`config.mk`:
```
export PLATFORM = sky130hd
export DESIGN_NAME = ej32_mem_arb
export DESIGN_NICKNAME = d
export VERILOG_FILES = /design/src/rtl/ej32_mem_arb.sv
export SDC_FILE = /design/constraint.sdc
export NUM_CORES = 1
export LEC_CHECK = 0
export CORE_MARGIN = 2
export CORE_UTILIZATION = 48
export CTS_CLUSTER_SIZE = 30
export DETAILED_ROUTE_END_ITERATION = 6
export PLACE_DENSITY = 0.79
export RECOVER_POWER = 100
export SYNTH_ARGS = -nofsm -noshare
export SYNTH_HDL_FRONTEND = slang
export SYNTH_SLANG_ARGS = --single-unit
export TNS_END_PERCENT = 50
```
`constraint.sdc`:
```
create_clock -name clk -period 6.35 [get_ports clk]
set_input_delay 1.27 -clock clk [delete_from_list [all_inputs] [get_ports clk]]
set_output_delay 1.27 -clock clk [all_outputs]
set_load 0.01 [all_outputs]
```
`src/rtl/ej32_mem_arb.sv`:
```
// Byte-port sequencer for eJ32: arbitrates fetch vs. load/store and serializes
// data accesses big-endian over the single 8-bit memory port.
module ej32_mem_arb #(
  parameter int ASZ = 17
) (
  input  logic           clk,
  input  logic           rst,
  input  logic           if_req,
  input  logic [ASZ-1:0] if_addr,
  output logic           if_ack,
  output logic [7:0]     if_data,
  input  logic           d_req,
  input  logic           d_we,
  input  logic [1:0]     d_sz,
  input  logic           d_signed,
  input  logic [ASZ-1:0] d_addr,
  input  logic [31:0]    d_wdata,
  output logic           d_ack,
  output logic [31:0]    d_rdata,
  output logic           m_we,
  output logic [ASZ-1:0] m_ai,
  output logic [7:0]     m_vi,
  input  logic [7:0]     m_vo,
  output logic           busy,
  output logic [1:0]     state_dbg
);
  // Handshake: a requester raises req with stable inputs and holds them until
  // its one-cycle ack; the arbiter latches everything at the grant edge.
  typedef enum logic [1:0] {IDLE = 2'd0, RD = 2'd1, WR = 2'd2, ACK = 2'd3} state_t;

  localparam logic [ASZ-1:0] AI_ONE = ASZ'(1);

  state_t         state, state_n;
  logic           own_d, own_d_n;    // 1: data unit owns the transaction
  logic           last_d, last_d_n;  // 1: data was granted last
  logic [2:0]     n_r, n_n;
  logic           sgn_r, sgn_n;
  logic [2:0]     cnt, cnt_n;
  logic [23:0]    acc, acc_n;
  logic [31:0]    wbuf, wbuf_n;
  logic           m_we_n, if_ack_n, d_ack_n;
  logic [ASZ-1:0] m_ai_n;
  logic [7:0]     m_vi_n, if_data_n;
  logic [31:0]    d_rdata_n;
  logic           gnt_d, gnt_f;
  logic [2:0]     d_len;
  logic [31:0]    d_wal, rd_word, rd_ext;

  assign state_dbg = state;

  always_comb begin
    state_n   = state;
    own_d_n   = own_d;
    last_d_n  = last_d;
    n_n       = n_r;
    sgn_n     = sgn_r;
    cnt_n     = cnt;
    acc_n     = acc;
    wbuf_n    = wbuf;
    m_we_n    = 1'b0;
    m_ai_n    = m_ai;
    m_vi_n    = m_vi;
    if_ack_n  = 1'b0;
    d_ack_n   = 1'b0;
    if_data_n = if_data;
    d_rdata_n = d_rdata;

    case (d_sz)
      2'd0:    begin d_len = 3'd1; d_wal = {d_wdata[7:0], 24'h0};  end
      2'd1:    begin d_len = 3'd2; d_wal = {d_wdata[15:0], 16'h0}; end
      default: begin d_len = 3'd4; d_wal = d_wdata;                end
    endcase

    gnt_d = d_req & (~if_req | ~last_d);
    gnt_f = if_req & (~d_req | last_d);

    rd_word = {acc, m_vo};
    case (n_r)
      3'd1:    rd_ext = {{24{sgn_r & rd_word[7]}}, rd_word[7:0]};
      3'd2:    rd_ext = {{16{sgn_r & rd_word[15]}}, rd_word[15:0]};
      default: rd_ext = rd_word;
    endcase

    case (state)
      IDLE: begin
        if (gnt_d) begin
          own_d_n  = 1'b1;
          last_d_n = 1'b1;
          n_n      = d_len;
          sgn_n    = d_signed;
          cnt_n    = 3'd1;
          acc_n    = 24'h0;
          m_ai_n   = d_addr;
          if (d_we) begin
            state_n = WR;
            m_we_n  = 1'b1;
            m_vi_n  = d_wal[31:24];
            wbuf_n  = {d_wal[23:0], 8'h0};
          end else begin
            state_n = RD;
          end
        end else if (gnt_f) begin
          own_d_n  = 1'b0;
          last_d_n = 1'b0;
          n_n      = 3'd1;
          sgn_n    = 1'b0;
          cnt_n    = 3'd1;
          acc_n    = 24'h0;
          m_ai_n   = if_addr;
          state_n  = RD;
        end
      end
      RD: begin
        // cnt counts addresses issued; cnt = n+1 is the capture-only cycle
        if (cnt >= 3'd2) acc_n = rd_word[23:0];
        if (cnt < n_r) m_ai_n = m_ai + AI_ONE;
        cnt_n = cnt + 3'd1;
        if (cnt == n_r + 3'd1) begin
          state_n = ACK;
          if (own_d) begin
            d_ack_n   = 1'b1;
            d_rdata_n = rd_ext;
          end else begin
            if_ack_n  = 1'b1;
            if_data_n = m_vo;
          end
        end
      end
      WR: begin
        if (cnt < n_r) begin
          m_we_n = 1'b1;
          m_ai_n = m_ai + AI_ONE;
          m_vi_n = wbuf[31:24];
          wbuf_n = {wbuf[23:0], 8'h0};
          cnt_n  = cnt + 3'd1;
        end else begin
          state_n = ACK;
          d_ack_n = 1'b1;
        end
      end
      default: state_n = IDLE;
    endcase
  end

  always_ff @(posedge clk) begin
    if (rst) begin
      state   <= IDLE;
      own_d   <= 1'b0;
      last_d  <= 1'b0;
      n_r     <= 3'd0;
      sgn_r   <= 1'b0;
      cnt     <= 3'd0;
      acc     <= 24'h0;
      wbuf    <= 32'h0;
      m_we    <= 1'b0;
      m_ai    <= '0;
      m_vi    <= 8'h0;
      if_ack  <= 1'b0;
      d_ack   <= 1'b0;
      if_data <= 8'h0;
      d_rdata <= 32'h0;
      busy    <= 1'b0;
    end else begin
      state   <= state_n;
      own_d   <= own_d_n;
      last_d  <= last_d_n;
      n_r     <= n_n;
      sgn_r   <= sgn_n;
      cnt     <= cnt_n;
      acc     <= acc_n;
      wbuf    <= wbuf_n;
      m_we    <= m_we_n;
      m_ai    <= m_ai_n;
      m_vi    <= m_vi_n;
      if_ack  <= if_ack_n;
      d_ack   <= d_ack_n;
      if_data <= if_data_n;
      d_rdata <= d_rdata_n;
      busy    <= (state_n != IDLE);
    end
  end
endmodule

```
# ---- Word level (Yosys, flattened, before mapping)
# Cells that the tools add are included.
dict set report op_classes {
  addsub 3
  mul 0
  div 0
  order_cmp 2
  eq_ne 12
  shift 0
  muxes 42
  bitwise_logic 11
  reduce_logical 17
}
# operator n
set op_table {}
lappend op_table {{32-bit case mux with 2 select lines} 3}
lappend op_table {{32-bit two-way mux} 3}
lappend op_table {{24-bit two-way mux} 3}
lappend op_table {{17-bit two-way mux} 3}
lappend op_table {{24-bit case mux with 2 select lines} 1}
lappend op_table {{17-bit case mux with 2 select lines} 1}
lappend op_table {{8-bit two-way mux} 3}
lappend op_table {{17-bit by 1-bit adder with 17-bit output, second input constant} 1}
lappend op_table {{8-bit case mux with 2 select lines} 1}
lappend op_table {{3-bit AND reduction} 5}
lappend op_table {{3-bit two-way mux} 4}
lappend op_table {{1-bit two-way mux} 10}
lappend op_table {{2-bit two-way mux} 5}
lappend op_table {{2-bit nonzero test} 5}
lappend op_table {{3-bit case mux with 3 select lines} 1}
lappend op_table {{2-bit inequality test, second input constant} 4}
lappend op_table {{3-bit by 1-bit adder with 3-bit output, second input constant} 2}
lappend op_table {{2-bit case mux with 3 select lines} 1}
lappend op_table {{3-bit case mux with 2 select lines} 1}
lappend op_table {{1-bit inverter} 5}
lappend op_table {{1-bit bitwise AND} 4}
lappend op_table {{2-bit by 1-bit equality test with 1-bit output, second input constant} 2}
lappend op_table {{2-bit logical NOT} 2}
lappend op_table {{1-bit case mux with 2 select lines} 2}
lappend op_table {{other kinds (14)} 15}
dict set report word_totals {
  regBits 135
  latch_bits 0
  ram_bits 0
  romBits 0
  out_inout_bits 71
  word_cells 102
  memories 0
}

# ---- Depth between registers and ports, before layout
dict set report logic_depth {
  word_depth 7
  ltp_mapped 9
}

# ---- Worst setup path after synthesis
# OpenSTA, ideal clock, no wires.
dict set report synth_path {
  path_type {input-to-reg}
  start {input d_req}
  end {register m_ai[8]}
  setup_time_ns 0.115
  t_arrival_ns 2.615
  setup_slack_ns 3.620
  stages 6
  n_path_buf 1
  path_cell_list {nor3b_1 or2_2 clkbuf_1 nor2_1 a211o_1 and3_1}
}
dict set report synth_between {
  elab_chain_cells 5
  elab_cells_between_ends 8
  classes_between {1 x eq/ne; 2 x mux; 4 x bitwise; 1 x reduce/logical}
}
# element line
set synth_lines {}
lappend synth_lines {{start, declared} 12} ;# input logic d_req,
lappend synth_lines {{1-bit inverter} 75} ;# gnt_f = if_req & (~d_req | last_d);
lappend synth_lines {{1-bit bitwise OR} 75}
lappend synth_lines {{1-bit bitwise AND} 75}
lappend synth_lines {{3-bit inequality test (no source line)} -}
lappend synth_lines {{3-bit AND reduction (no source line)} -}
lappend synth_lines {{end signal, assigned} 173} ;# m_ai <= m_ai_n;
lappend synth_lines {{end, declared} 21} ;# output logic [ASZ-1:0] m_ai,
# Parallel ways exist; a longest one is shown, timed or not.
# A chain may end at the register's enable or synchronous reset.

==> run metrics <==
status finished, violations left; failing checks max-capacitance violations, max-slew violations; die area about 13000 um^2; drt first-iter violations 587; Max stage delay on crit path approximately 2.1 ns; critical path class in2reg; CP Data Required Time 6.65 ns; setup violators final 0; dpl ws about 2.5 ns; drt pass-1 iters 6; postcts setup bufs 0; placed wire-length estimate 11400 um; clock buffer depth 2; Max Fclk about 0.24 GHz; Hold Crit Depth 2; yosys warns 0; PD cells 409 nW/um^2; clock latency on the worst-skew pair between 0.4 and 0.5 ns; endpoint type of the worst setup path flop; top_reg_cell synth dfxtp_1; fillers approximately 1000; Setup Skew ~0.0063 ns; vias in the first global route ~5600; syn_nets just under 800; IO Port Bufs 152; number of antenna violations at the first check in global routing 0; setup tns final 0 ns; post-CTS sizing 0; Area after DPL 7450 um^2; Arr. time, crit path 4.44 ns; min-delay worst type reg2reg; worst reg2reg path depth 8; Setup WS post-layout around 2.2 ns; Top delay family on crit path buffers and inverters; RSZ-0062 raised after global routing false; synthesized cell area just under 6000 um^2; Synth top area share about 43%; placer congestion estimate 0.909; cts hold-fix bufs 0; Starting Density 49.0%; root buf cell clkbuf_16; final WL between 15000 and 20000 um; routed via count approximately 5700; H-tree Lvls 4; final slew viol count between 100 and 150; largest net degree at the start of global routing a little over 70; post-synth cell types 55; standard-cell rows 40; WP buf/inv 2; placed cells ~950; post-layout instance area roughly 8000 um^2; Synth area leader dfxtp_1; Multi-input gate area 3130 um^2; fin crit share 65.2%; Startpoint Class input port; grt ovf 0; mean routed wirelength per cell between 15 and 20 um; register clock-pin slew on the reported worst setup and hold paths ~0.05 ns; critical path depth 5; Overall Power between 3 and 4 mW; number of synthesized register bits roughly 130; cells after synthesis about 700; EDFF count, synth 0; post-layout instance count excluding filler cells ~980; critical path's slowest cell clkbuf_1; TritonCTS clock tree done; first-pass GRT wire length between 20000 and 30000 um; sequential share of the synthesized area a little over two fifths; Nets between 900 and 1000; Die W between 100 and 150 um; critical path fanouts, max 70; Hold Fails Final Rpt 0; Ports roughly 150; ys async rst share 0%; die span in y ~110 um; Detail Route Antenna Nets 0; leak pwr 3.07 nW; CTS Buf Count 17; Via density between 5 and 6; n_diodes 0; Min Hold Slack between 0.4 and 0.5 ns; crit-path cells buf_4, clkbuf_1, nor2_1, and4_1, a31o_2; total track usage between 20% and 30%; top post-synthesis cells by area dfxtp_1 43%, mux2i_1 8.0%, nor2_1 6.9%, a22oi_1 5.6%, nand2_1 4.7%; core area around 12000 um^2; syn avg cell area roughly 8.5 um^2; Worst-Margin Slew slightly below 3 ns; worst vdd ir ~0.23 mV; drt drc 0; sequential standard cell area roughly 2500 um^2; Final min period roughly 4.1 ns; CTS sink cnt 127; worst rel slew slack -94.0%; MaxCap Viol Count 2; Layout area overhead 35.7%; layout cell share with drive strength beyond 1 ~5.7%; Core Util, Final between 60% and 70%
[registers in the layout, indices dropped and copies added (netlist names), 2 cells and up]
register   cells
acc           24
cnt            3
d_rdata       32
if_data        8
m_ai          17
m_vi           8
n_r            3
state_dbg      2
wbuf          24
[final timing paths]
check / slack [ns] / to / from
min: 0.47 / wbuf[14] / wbuf[14]
min reg2reg: 0.47 / wbuf[14] / wbuf[14]
max: 2.21 / cnt[2] / rst
max reg2reg: 2.58 / wbuf[13] / n_r[2]
[cell usage in the layout (no fill, tap or decap), types with 3 or more instances in the layout]
cell / n
clkinvlp_4: 3
dfxtp_1: 127
clkbuf_16: 17
nand2_1: 73
and3_1: 6
a21oi_1: 34
o32ai_1: 3
o22ai_1: 5
nand3_1: 19
clkinv_2: 4
nand4_1: 3
buf_4: 5
a32o_1: 6
and4_1: 3
clkdlybuf4s50_1: 78
inv_1: 9
nand2b_1: 11
nor2_1: 108
o21ai_0: 31
a31o_2: 3
ha_1: 15
a22oi_1: 43
nor3_1: 16
dlygate4sd3_1: 73
a211oi_1: 36
clkbuf_1: 4
mux2i_1: 47
a311oi_1: 3
[worst min-delay path, delay by kind of cell, from the launching register on]
kind             cells  cell delay [ns]
flip-flops           1             0.31
AND/OR/NAND/NOR      1             0.06
AO/OA/AOI/OAI        1             0.05
[final cells by class]
type,instances,share of cell area (%)
multi-input cells,505,39.1
flip-flops and latches,127,31.8
repair buffers,158,19.5
clock buffers,21,5.76
well taps,147,2.30
clock inverters,10,1.13
inverters,10,0.469
[kinds of logic (layout without fill, tap and decap cells)]
| family | Yosys count | after routing | synth area share, % |
|---|---|---|---|
| muxes | 48 | 48 | 8.18 |
| xor gates and xnor gates | 2 | 2 | 0.552 |
| DFF | 127 | 127 | 43.2 |
| adders and majority gates | 15 | 15 | 3.19 |
| AOI/OAI and AO/OA | 184 | 184 | 21.5 |
| and+or+nand+nor | 256 | 256 | 19.5 |
| buffers and inverters | 58 | 199 | 3.87 |
[layer usage]
metal	vias up	track usage, %	share of wire [%]
met4	0	10.9	1.7
met2	203	42.6	49
met3	28	6.48	7.1
met5	-	0	0
met1	2778	31.4	42
li1	2740	-	-
[cell usage after synthesis (3+ instances only)]
library cell / n
buf_1: 5
nor2_1: 108
mux2i_1: 47
ha_1: 15
o21ai_0: 30
nand3_1: 19
a31o_2: 3
a32o_1: 6
and3_1: 6
dfxtp_1: 127
a21oi_1: 34
nand2b_1: 11
nand4_1: 3
nand2_1: 73
o32ai_1: 3
a211oi_1: 36
a311oi_1: 3
and4_1: 3
a22oi_1: 44
o22ai_1: 5
inv_1: 9
o21ai_1: 3
nor3_1: 16
clkbuf_1: 40
[report_power, final]
part / switching (mW) / internal [mW]
sequential: 0.146 / 0.958
clock: 0.343 / 0.553
combinational: 0.746 / 0.523
Note: power is estimated with default switching activity, not from simulation.
